--- config.mk ---
export PLATFORM = sky130hd
export DESIGN_NAME = column_sweep_ctrl
export DESIGN_NICKNAME = d
export VERILOG_FILES = /design/src/rtl/column_sweep_ctrl.sv
export SDC_FILE = /design/constraint.sdc
export NUM_CORES = 2
export LEC_CHECK = 0
export ABC_AREA = 1
export CORE_MARGIN = 5
export CORE_UTILIZATION = 64
export DETAILED_ROUTE_END_ITERATION = 10
export HOLD_SLACK_MARGIN = 0.12
export PLACE_DENSITY = 0.84
export SETUP_SLACK_MARGIN = 0.05
export SLEW_MARGIN = 30
export SYNTH_ARGS = -nofsm -noshare
export SYNTH_HDL_FRONTEND = slang
export SYNTH_SLANG_ARGS = --single-unit
--- constraint.sdc ---
create_clock -name clk -period 16.09 [get_ports clk]
set_input_delay 3.218 -clock clk [delete_from_list [all_inputs] [get_ports clk]]
set_output_delay 3.218 -clock clk [all_outputs]
set_load 0.01 [all_outputs]
--- src/rtl/column_sweep_ctrl.sv ---
`default_nettype none
// ============================================================================
//  Module   : compute / column_sweep_ctrl
//  Purpose  : One Jacobi relaxation sweep of a grid column in 5.27 fixed
//             point. Streams center/left/right rows, forms the up/center/down
//             window, injects Dirichlet boundaries and writes the updated
//             nodes into the opposite ping-pong bank.
//  Revision : 1.0 - initial release
// ============================================================================

// Single node update: c + alpha*(up+down+left+right-4c), wrapping 5.27.
// Nodes pinned at +8.0 / -8.0 are source terminals and pass through.
module compute (
    input  logic [31:0] alpha,
    input  logic [31:0] center,
    input  logic [31:0] up,
    input  logic [31:0] down,
    input  logic [31:0] left,
    input  logic [31:0] right,
    output logic [31:0] result
);
    logic [31:0] w_sum;
    logic [63:0] w_prod;
    logic        w_pinned;
    logic        w_unused_prod;

    assign w_sum    = up + down + left + right - {center[29:0], 2'b00};
    // Low 64 bits of the sign-extended product equal the signed product.
    assign w_prod   = {{32{alpha[31]}}, alpha} * {{32{w_sum[31]}}, w_sum};
    assign w_pinned = (center == 32'h4000_0000) || (center == 32'hC000_0000);
    assign result   = w_pinned ? center : (center + w_prod[58:27]);

    // Bits discarded by the 5.27 rescale.
    assign w_unused_prod = ^{w_prod[63:59], w_prod[26:0]};
endmodule

module column_sweep_ctrl #(
    parameter int ROWS = 32,
    parameter int AW   = 8
) (
    input  logic          clk,
    input  logic          rst_n,
    input  logic          start,
    input  logic [31:0]   alpha,
    input  logic [31:0]   bnd_value,
    input  logic          edge_left,
    input  logic          edge_right,
    output logic [AW-1:0] rd_addr,
    input  logic [31:0]   q_center,
    input  logic [31:0]   q_left,
    input  logic [31:0]   q_right,
    output logic          wr_en,
    output logic [AW-1:0] wr_addr,
    output logic [31:0]   wr_data,
    output logic          buf_sel,
    output logic          busy,
    output logic          done,
    output logic [15:0]   sweep_count
);
    localparam logic [1:0]    S_IDLE  = 2'd0;
    localparam logic [1:0]    S_RUN   = 2'd1;
    localparam logic [1:0]    S_DRAIN = 2'd2;
    localparam logic [1:0]    S_DONE  = 2'd3;
    localparam logic [AW-1:0] c_last  = AW'(ROWS - 1);

    logic [1:0]    r_state;
    logic [1:0]    r_drain;
    logic [AW-1:0] r_rd_addr;
    logic [31:0]   r_alpha;
    logic [31:0]   r_bnd;
    logic          r_edge_l;
    logic          r_edge_r;
    logic          r_buf_sel;
    logic [15:0]   r_count;

    // Read-data stage (row whose words are on q_* this cycle).
    logic          r_q_vld;
    logic [AW-1:0] r_q_row;
    // Compute stage: window center row and its aligned neighbors.
    logic          r_c_vld;
    logic [AW-1:0] r_c_row;
    logic [31:0]   r_win_u;
    logic [31:0]   r_win_c;
    logic [31:0]   r_left_d;
    logic [31:0]   r_right_d;

    logic          r_wr_en;
    logic [AW-1:0] r_wr_addr;
    logic [31:0]   r_wr_data;

    logic [31:0]   w_down;
    logic [31:0]   w_result;

    // Sequencer: accepts start, walks read addresses, drains, closes the sweep.
    always_ff @(posedge clk or negedge rst_n) begin
        if (!rst_n) begin
            r_state   <= S_IDLE;
            r_drain   <= 2'd0;
            r_rd_addr <= '0;
            r_alpha   <= 32'd0;
            r_bnd     <= 32'd0;
            r_edge_l  <= 1'b0;
            r_edge_r  <= 1'b0;
            r_buf_sel <= 1'b0;
            r_count   <= 16'd0;
        end else begin
            case (r_state)
                S_IDLE: begin
                    if (start) begin
                        r_state   <= S_RUN;
                        r_rd_addr <= '0;
                        r_drain   <= 2'd0;
                        r_alpha   <= alpha;
                        r_bnd     <= bnd_value;
                        r_edge_l  <= edge_left;
                        r_edge_r  <= edge_right;
                    end
                end
                S_RUN: begin
                    if (r_rd_addr == c_last) begin
                        r_state <= S_DRAIN;
                        r_drain <= 2'd0;
                    end else begin
                        r_rd_addr <= r_rd_addr + 1'b1;
                    end
                end
                S_DRAIN: begin
                    // Three cycles cover memory latency, window and write stage.
                    if (r_drain == 2'd2) begin
                        r_state   <= S_DONE;
                        r_buf_sel <= ~r_buf_sel;
                        r_count   <= r_count + 16'd1;
                    end else begin
                        r_drain <= r_drain + 2'd1;
                    end
                end
                S_DONE:  r_state <= S_IDLE;
                default: r_state <= S_IDLE;
            endcase
        end
    end

    // Window shift on each returned center word; neighbors delayed to match.
    always_ff @(posedge clk or negedge rst_n) begin
        if (!rst_n) begin
            r_q_vld   <= 1'b0;
            r_q_row   <= '0;
            r_c_vld   <= 1'b0;
            r_c_row   <= '0;
            r_win_u   <= 32'd0;
            r_win_c   <= 32'd0;
            r_left_d  <= 32'd0;
            r_right_d <= 32'd0;
        end else begin
            r_q_vld <= (r_state == S_RUN);
            r_q_row <= r_rd_addr;
            r_c_vld <= r_q_vld;
            r_c_row <= r_q_row;
            if (r_q_vld) begin
                r_win_c   <= q_center;
                r_win_u   <= (r_q_row == '0) ? r_bnd : r_win_c;
                r_left_d  <= r_edge_l ? r_bnd : q_left;
                r_right_d <= r_edge_r ? r_bnd : q_right;
            end
        end
    end

    // The down neighbor is the live center read (row+1); past the last row
    // no read exists, so the boundary value takes its place.
    assign w_down = (r_c_row == c_last) ? r_bnd : q_center;

    compute u_compute (
        .alpha  (r_alpha),
        .center (r_win_c),
        .up     (r_win_u),
        .down   (w_down),
        .left   (r_left_d),
        .right  (r_right_d),
        .result (w_result)
    );

    // Registered write port into the destination bank.
    always_ff @(posedge clk or negedge rst_n) begin
        if (!rst_n) begin
            r_wr_en   <= 1'b0;
            r_wr_addr <= '0;
            r_wr_data <= 32'd0;
        end else begin
            r_wr_en <= r_c_vld;
            if (r_c_vld) begin
                r_wr_addr <= r_c_row;
                r_wr_data <= w_result;
            end
        end
    end

    assign rd_addr     = r_rd_addr;
    assign wr_en       = r_wr_en;
    assign wr_addr     = r_wr_addr;
    assign wr_data     = r_wr_data;
    assign buf_sel     = r_buf_sel;
    assign busy        = (r_state != S_IDLE);
    assign done        = (r_state == S_DONE);
    assign sweep_count = r_count;
endmodule
`default_nettype wire
## Word level (Yosys, flattened, before mapping)

Index checks and enable logic that the tools add are counted.

- Equality and inequality tests: 13
- $mul: 1
- Bitwise gates (word level): 1
- Add/subtract/negate cells: 8
- Multiplexer cells: 16
- Reductions and logical operators: 11

Operators with widths:

| cell | count |
|---|---|
| $mux 32 | 5 |
| $add 32x32->32 | 4 |
| $mul 32x32->59 | 1 |
| $eq 32x31->1 const B | 1 |
| $eq 32x32->1 const B | 1 |
| $sub 32x32->32 | 1 |
| $add 16x1->16 const B | 1 |
| $eq 8x5->1 const B | 2 |
| $mux 8 | 2 |
| $pmux 8 s2 | 1 |
| $mux 2 | 6 |
| $ne 2x2->1 const B | 5 |
| $add 8x1->8 const B | 1 |
| $logic_not 8->1 | 1 |
| $pmux 2 s4 | 1 |
| $eq 2x2->1 const B | 3 |
| $pmux 2 s3 | 1 |
| $reduce_and 3->1 | 2 |
| $reduce_and 2->1 | 2 |
| $reduce_and 4->1 | 1 |
| $reduce_bool 2->1 | 2 |
| $reduce_bool 3->1 | 1 |
| $add 2x1->2 const B | 1 |
| $eq 2x1->1 const B | 1 |
| 3 further kinds | 3 |

- Bits in registers: 282
- Bits of input ports: 165

## Logic depth before layout (Yosys ltp)

- Depth in word-level cells: 9
- Mapped depth: 66
- Depth with buffers taken out: 64

## Hierarchy

From an unflattened synthesis, not the netlist that was laid out.

- Cells, all modules: 6211
- Area total of the unflattened synthesis: 52185.0 µm²

Modules (own cells, without submodules):

| module | sequential area each (µm²) | area an instance (µm²) | times used | cells each |
|---|---|---|---|---|
| compute | 0.0 | 40080.9 | 1 | 4924 |
| column_sweep_ctrl | 7056.8 | 12104.1 | 1 | 1287 |

## Least setup slack after synthesis

OpenSTA, ideal clock, no wires.

- Path type: input port to flip-flop
- Start point: input q_center[1]
- End point: register r_wr_data[28], in the netlist wr_data[28]
- Slack: 2830 ps
- Stages on the path: 54
- Data arrival time: 13177 ps
- Data required time: 16007 ps
- Setup time: 83 ps
- Cell sequence: a21oi_1 -> fa_1 -> inv_1 -> ha_1 -> fa_1 -> nand3_1 -> nand3_2 -> nand3_1 -> nand3_1 -> nand2_1 -> inv_1 -> a21oi_1 -> inv_1 -> or2_2 -> nand2_1 -> buf_2 -> buf_2 -> nor2_1 -> [18 not listed] -> o21ai_4 -> a21oi_2 -> o21ai_4 -> a21oi_1 -> xor2_1 -> inv_1 -> ha_1 -> a21oi_1 -> o21a_1 -> inv_1 -> a21oi_1 -> nand3_1 -> a21oi_1 -> inv_1 -> a31o_2 -> o21ai_0 -> a21oi_1 -> o21ai_0

- Word-level cells in the longest chain between the ends: 8

Ends and longest elaborated chain:

| element | RTL line | source |
|---|---|---|
| from (decl) | 49 | `input logic [31:0] q_center,` |
| $mux 32 | 170 | `assign w_down = (r_c_row == c_last) ? r_bnd : q_center;` |
| $add 32x32->32 (3 in a row) | 27 | `assign w_sum = up + down + left + right - {center[29:0], 2'b00};` |
| $sub 32x32->32 | 27 |  |
| $mul 32x32->59 | 29 | `assign w_prod = {{32{alpha[31]}}, alpha} * {{32{w_sum[31]}}, w_sum};` |
| $add 32x32->32 | 31 | `assign result = w_pinned ? center : (center + w_prod[58:27]);` |
| $mux 32 | 31 |  |
| to (signal assigned) | 192 | `r_wr_data <= w_result;` |
| to (decl) | 89 | `logic [31:0] r_wr_data;` |

No other way between the ends.
A chain may end at the register's enable or synchronous reset.

## Worst setup path in the final report

Ends and elaborated chain as after synthesis.

==> reports/results.ini <==
[status]
status = finished clean

[logic_synthesis]
syn_nets = 7755
synth_flop_cell = dfrtp_1
synth_edf_count = 0
synth-seq-area-share_pct = 13.6
synth-seq-cells = 282
synth.distinct_cells = 53
synth_warnings = 0
async_reset_ff_share_pct = 100
syn_area_um2 = 51800
synthCells = 6223
avgSynthCellArea_um2 = 8.32

[detailed_routing]
wl_per_cell_um = 22.0
drt-vias-per-instance = 5.81
drtIter0Drc = 3774
drc_errors = 0
wirelength_mm = 163
first_pass_iters = 7
vias = 43125
postRouteAntennaNets = 0

[clocking]
postCtsHoldBufs = 0
cts.sinks = 282
htree_levels = 2
clkTransAtPathRegs_ns = 0.08
cts_resized = 0
clock_path_buffers = 3
cts_buffers = 35
postCtsSetupBuffers = 0
clockRootBuffer = clkbuf_16
cts_tree = yes
insertion_delay_ns = 0.60

[worst_setup_path]
cp.required_ns = 16.59
crit_type = input pin to flop
cp_max_fo = 22
r2r_slack_ns = 2.54
worst_setup_path_end_kind = flop
crit_buf_inv = 11
worst_setup_path_start_kind = input pin
cp_slowest_cell = clkinv_1
cp_top_family = adder cells
slowest_delay_ns = 0.75
cp_common_cell = fa_1
arrival_ns = 15.56

[die]
core_um2 = 80400
io_pins = 233
start_util_pct = 64.4
rows = 104
die_x_um = 294
dieArea_um2 = 86600
die_h_um = 294

[sta]
slew_headroom_pct = 28.9
hold_viol = 0
fin_crit_sh_pct = 93.6
setup_tns_ns = 0
maxSlewViolCount = 0
worstMarginPinSlew_ns = 1.07
rsz0062_at_grt = no
setup_viol = 0
skew_ns = 0.0468
max_freq_ghz = 0.0664
min_period_ns = 15.06

[place]
dp_hpwl_mm = 130
numPortBuffers = 232
place.gp.congestion = 0.991

[global_routing]
antenna_found_initial = 4
first_global_vias = 46928
grt.total_usage_pct = 38.7
grt_first_pass_wirelength_mm = 258
grt_max_degree = 112
grt-ovfl-total = 0

[finish]
nNetsFinal = 7860
area_growth_pct = 9.06
drive_gt1_share_pct = 3.98
layout_commonest_cell = inv_1
final_cell_mix = inv_1 (1558), nand2_1 (1344), fa_1 (1114)

[flow_run]
maxCapViolations = 0

[hold_path]
worstHoldPathType = flop to flop

==> registers in the layout (all words and copies together), names as in the netlist, 2 cells and up <==
name / cells
r_win_c: 32
rd_addr: 8
r_q_row: 8
r_c_row: 8
r_right_d: 32
r_left_d: 32
r_alpha: 32
r_drain: 2
wr_addr: 8
r_state: 2
sweep_count: 16
r_win_u: 32
r_bnd: 32
wr_data: 32
==> worst register-to-register path: cells and delay by family (launching register included) <==
kind | cells | cell delay, ns
XOR/XNOR | 1 | 0.21
AND/OR/NAND/NOR | 14 | 2.55
AO/OA/AOI/OAI | 17 | 2.98
flip-flops | 1 | 0.36
buffers and inverters | 13 | 1.85
adder cells (fa/ha/maj) | 12 | 5.56
==> cell families after synthesis <==
family          Yosys count  synth area share, %
mux                       4               0.0870
flops                   282                 13.6
buf+inv                1835                 13.4
simple gates           2073                 15.9
fa+ha+maj              1367                 49.2
compound gates          579                 6.42
xor+xnor                 83                 1.40
==> cell usage after synthesis (all sizes together) (6+ instances only) <==
| cell type | count | share of area (%) |
|---|---|---|
| inv | 1568 | 11 |
| nand2 | 1369 | 10 |
| fa | 1114 | 43 |
| nor2 | 539 | 4.0 |
| dfrtp | 282 | 14 |
| ha | 253 | 6.1 |
| a21oi | 240 | 2.4 |
| clkbuf | 227 | 1.6 |
| o21ai | 169 | 1.7 |
| nand3 | 77 | 0.80 |
| o211ai | 68 | 0.99 |
| xor2 | 53 | 0.90 |
| a31oi | 47 | 0.57 |
| buf | 32 | 0.27 |
| xnor2 | 30 | 0.51 |
| or2 | 28 | 0.34 |
| o31ai | 17 | 0.25 |
| nand4 | 15 | 0.18 |
| nor3 | 15 | 0.15 |
| nor4 | 12 | 0.15 |
| clkinv | 8 | 0.058 |
| o21bai | 8 | 0.12 |
| a21o | 7 | 0.10 |
| o22ai | 6 | 0.073 |
==> cell type report <==
| cell class | instances | area, um^2 |
|---|---|---|
| Multi-Input combinational cell | 4106 | 37800 |
| Fill cell | 6125 | 24000 |
| Sequential cell | 282 | 7070 |
| Inverter | 1576 | 5920 |
| Timing Repair Buffer | 327 | 3080 |
| Tap cell | 1060 | 1330 |
| Clock buffer | 42 | 922 |
| Clock inverter | 21 | 324 |
| Antenna cell | 3 | 7.51 |
==> metrics by stage <==
stage	hold slack, ns	cells	cell area, um^2	worst slack, ns	util, %
floorplan	0.346	6223	51800	2.83	-
CTS	0.369	7414	56400	1.32	70.2
global placement	0.357	7351	55200	0.985	68.6
detailed placement	0.355	7351	55200	0.762	68.6
finish	0.371	7417	56400	1.03	70.2
global route	0.394	7415	56400	0.441	70.2
==> final timing paths <==
path	from	end	depth (start not counted)
setup / recovery	q_center[1]	wr_data[28]	53
hold / removal	r_q_row[6]	r_c_row[6]	0
setup reg to reg	r_c_row[5]	wr_data[28]	57
hold reg to reg	r_q_row[6]	r_c_row[6]	0
max in group asynchronous	rst_n	r_win_u[15]	2
min in group asynchronous	rst_n	sweep_count[13]	1
==> routing by layer <==
metal	routed length (um)	vias to the layer above	global-route usage, %
met4	13000	2	22.5
met2	75400	2590	61.9
met5	55	-	0.499
li1	-	18324	-
met1	56300	21422	47.4
met3	18600	787	10.8
Power is not shown: default switching activity piles up to over one toggle a cycle in this logic, so the estimate is an artifact.
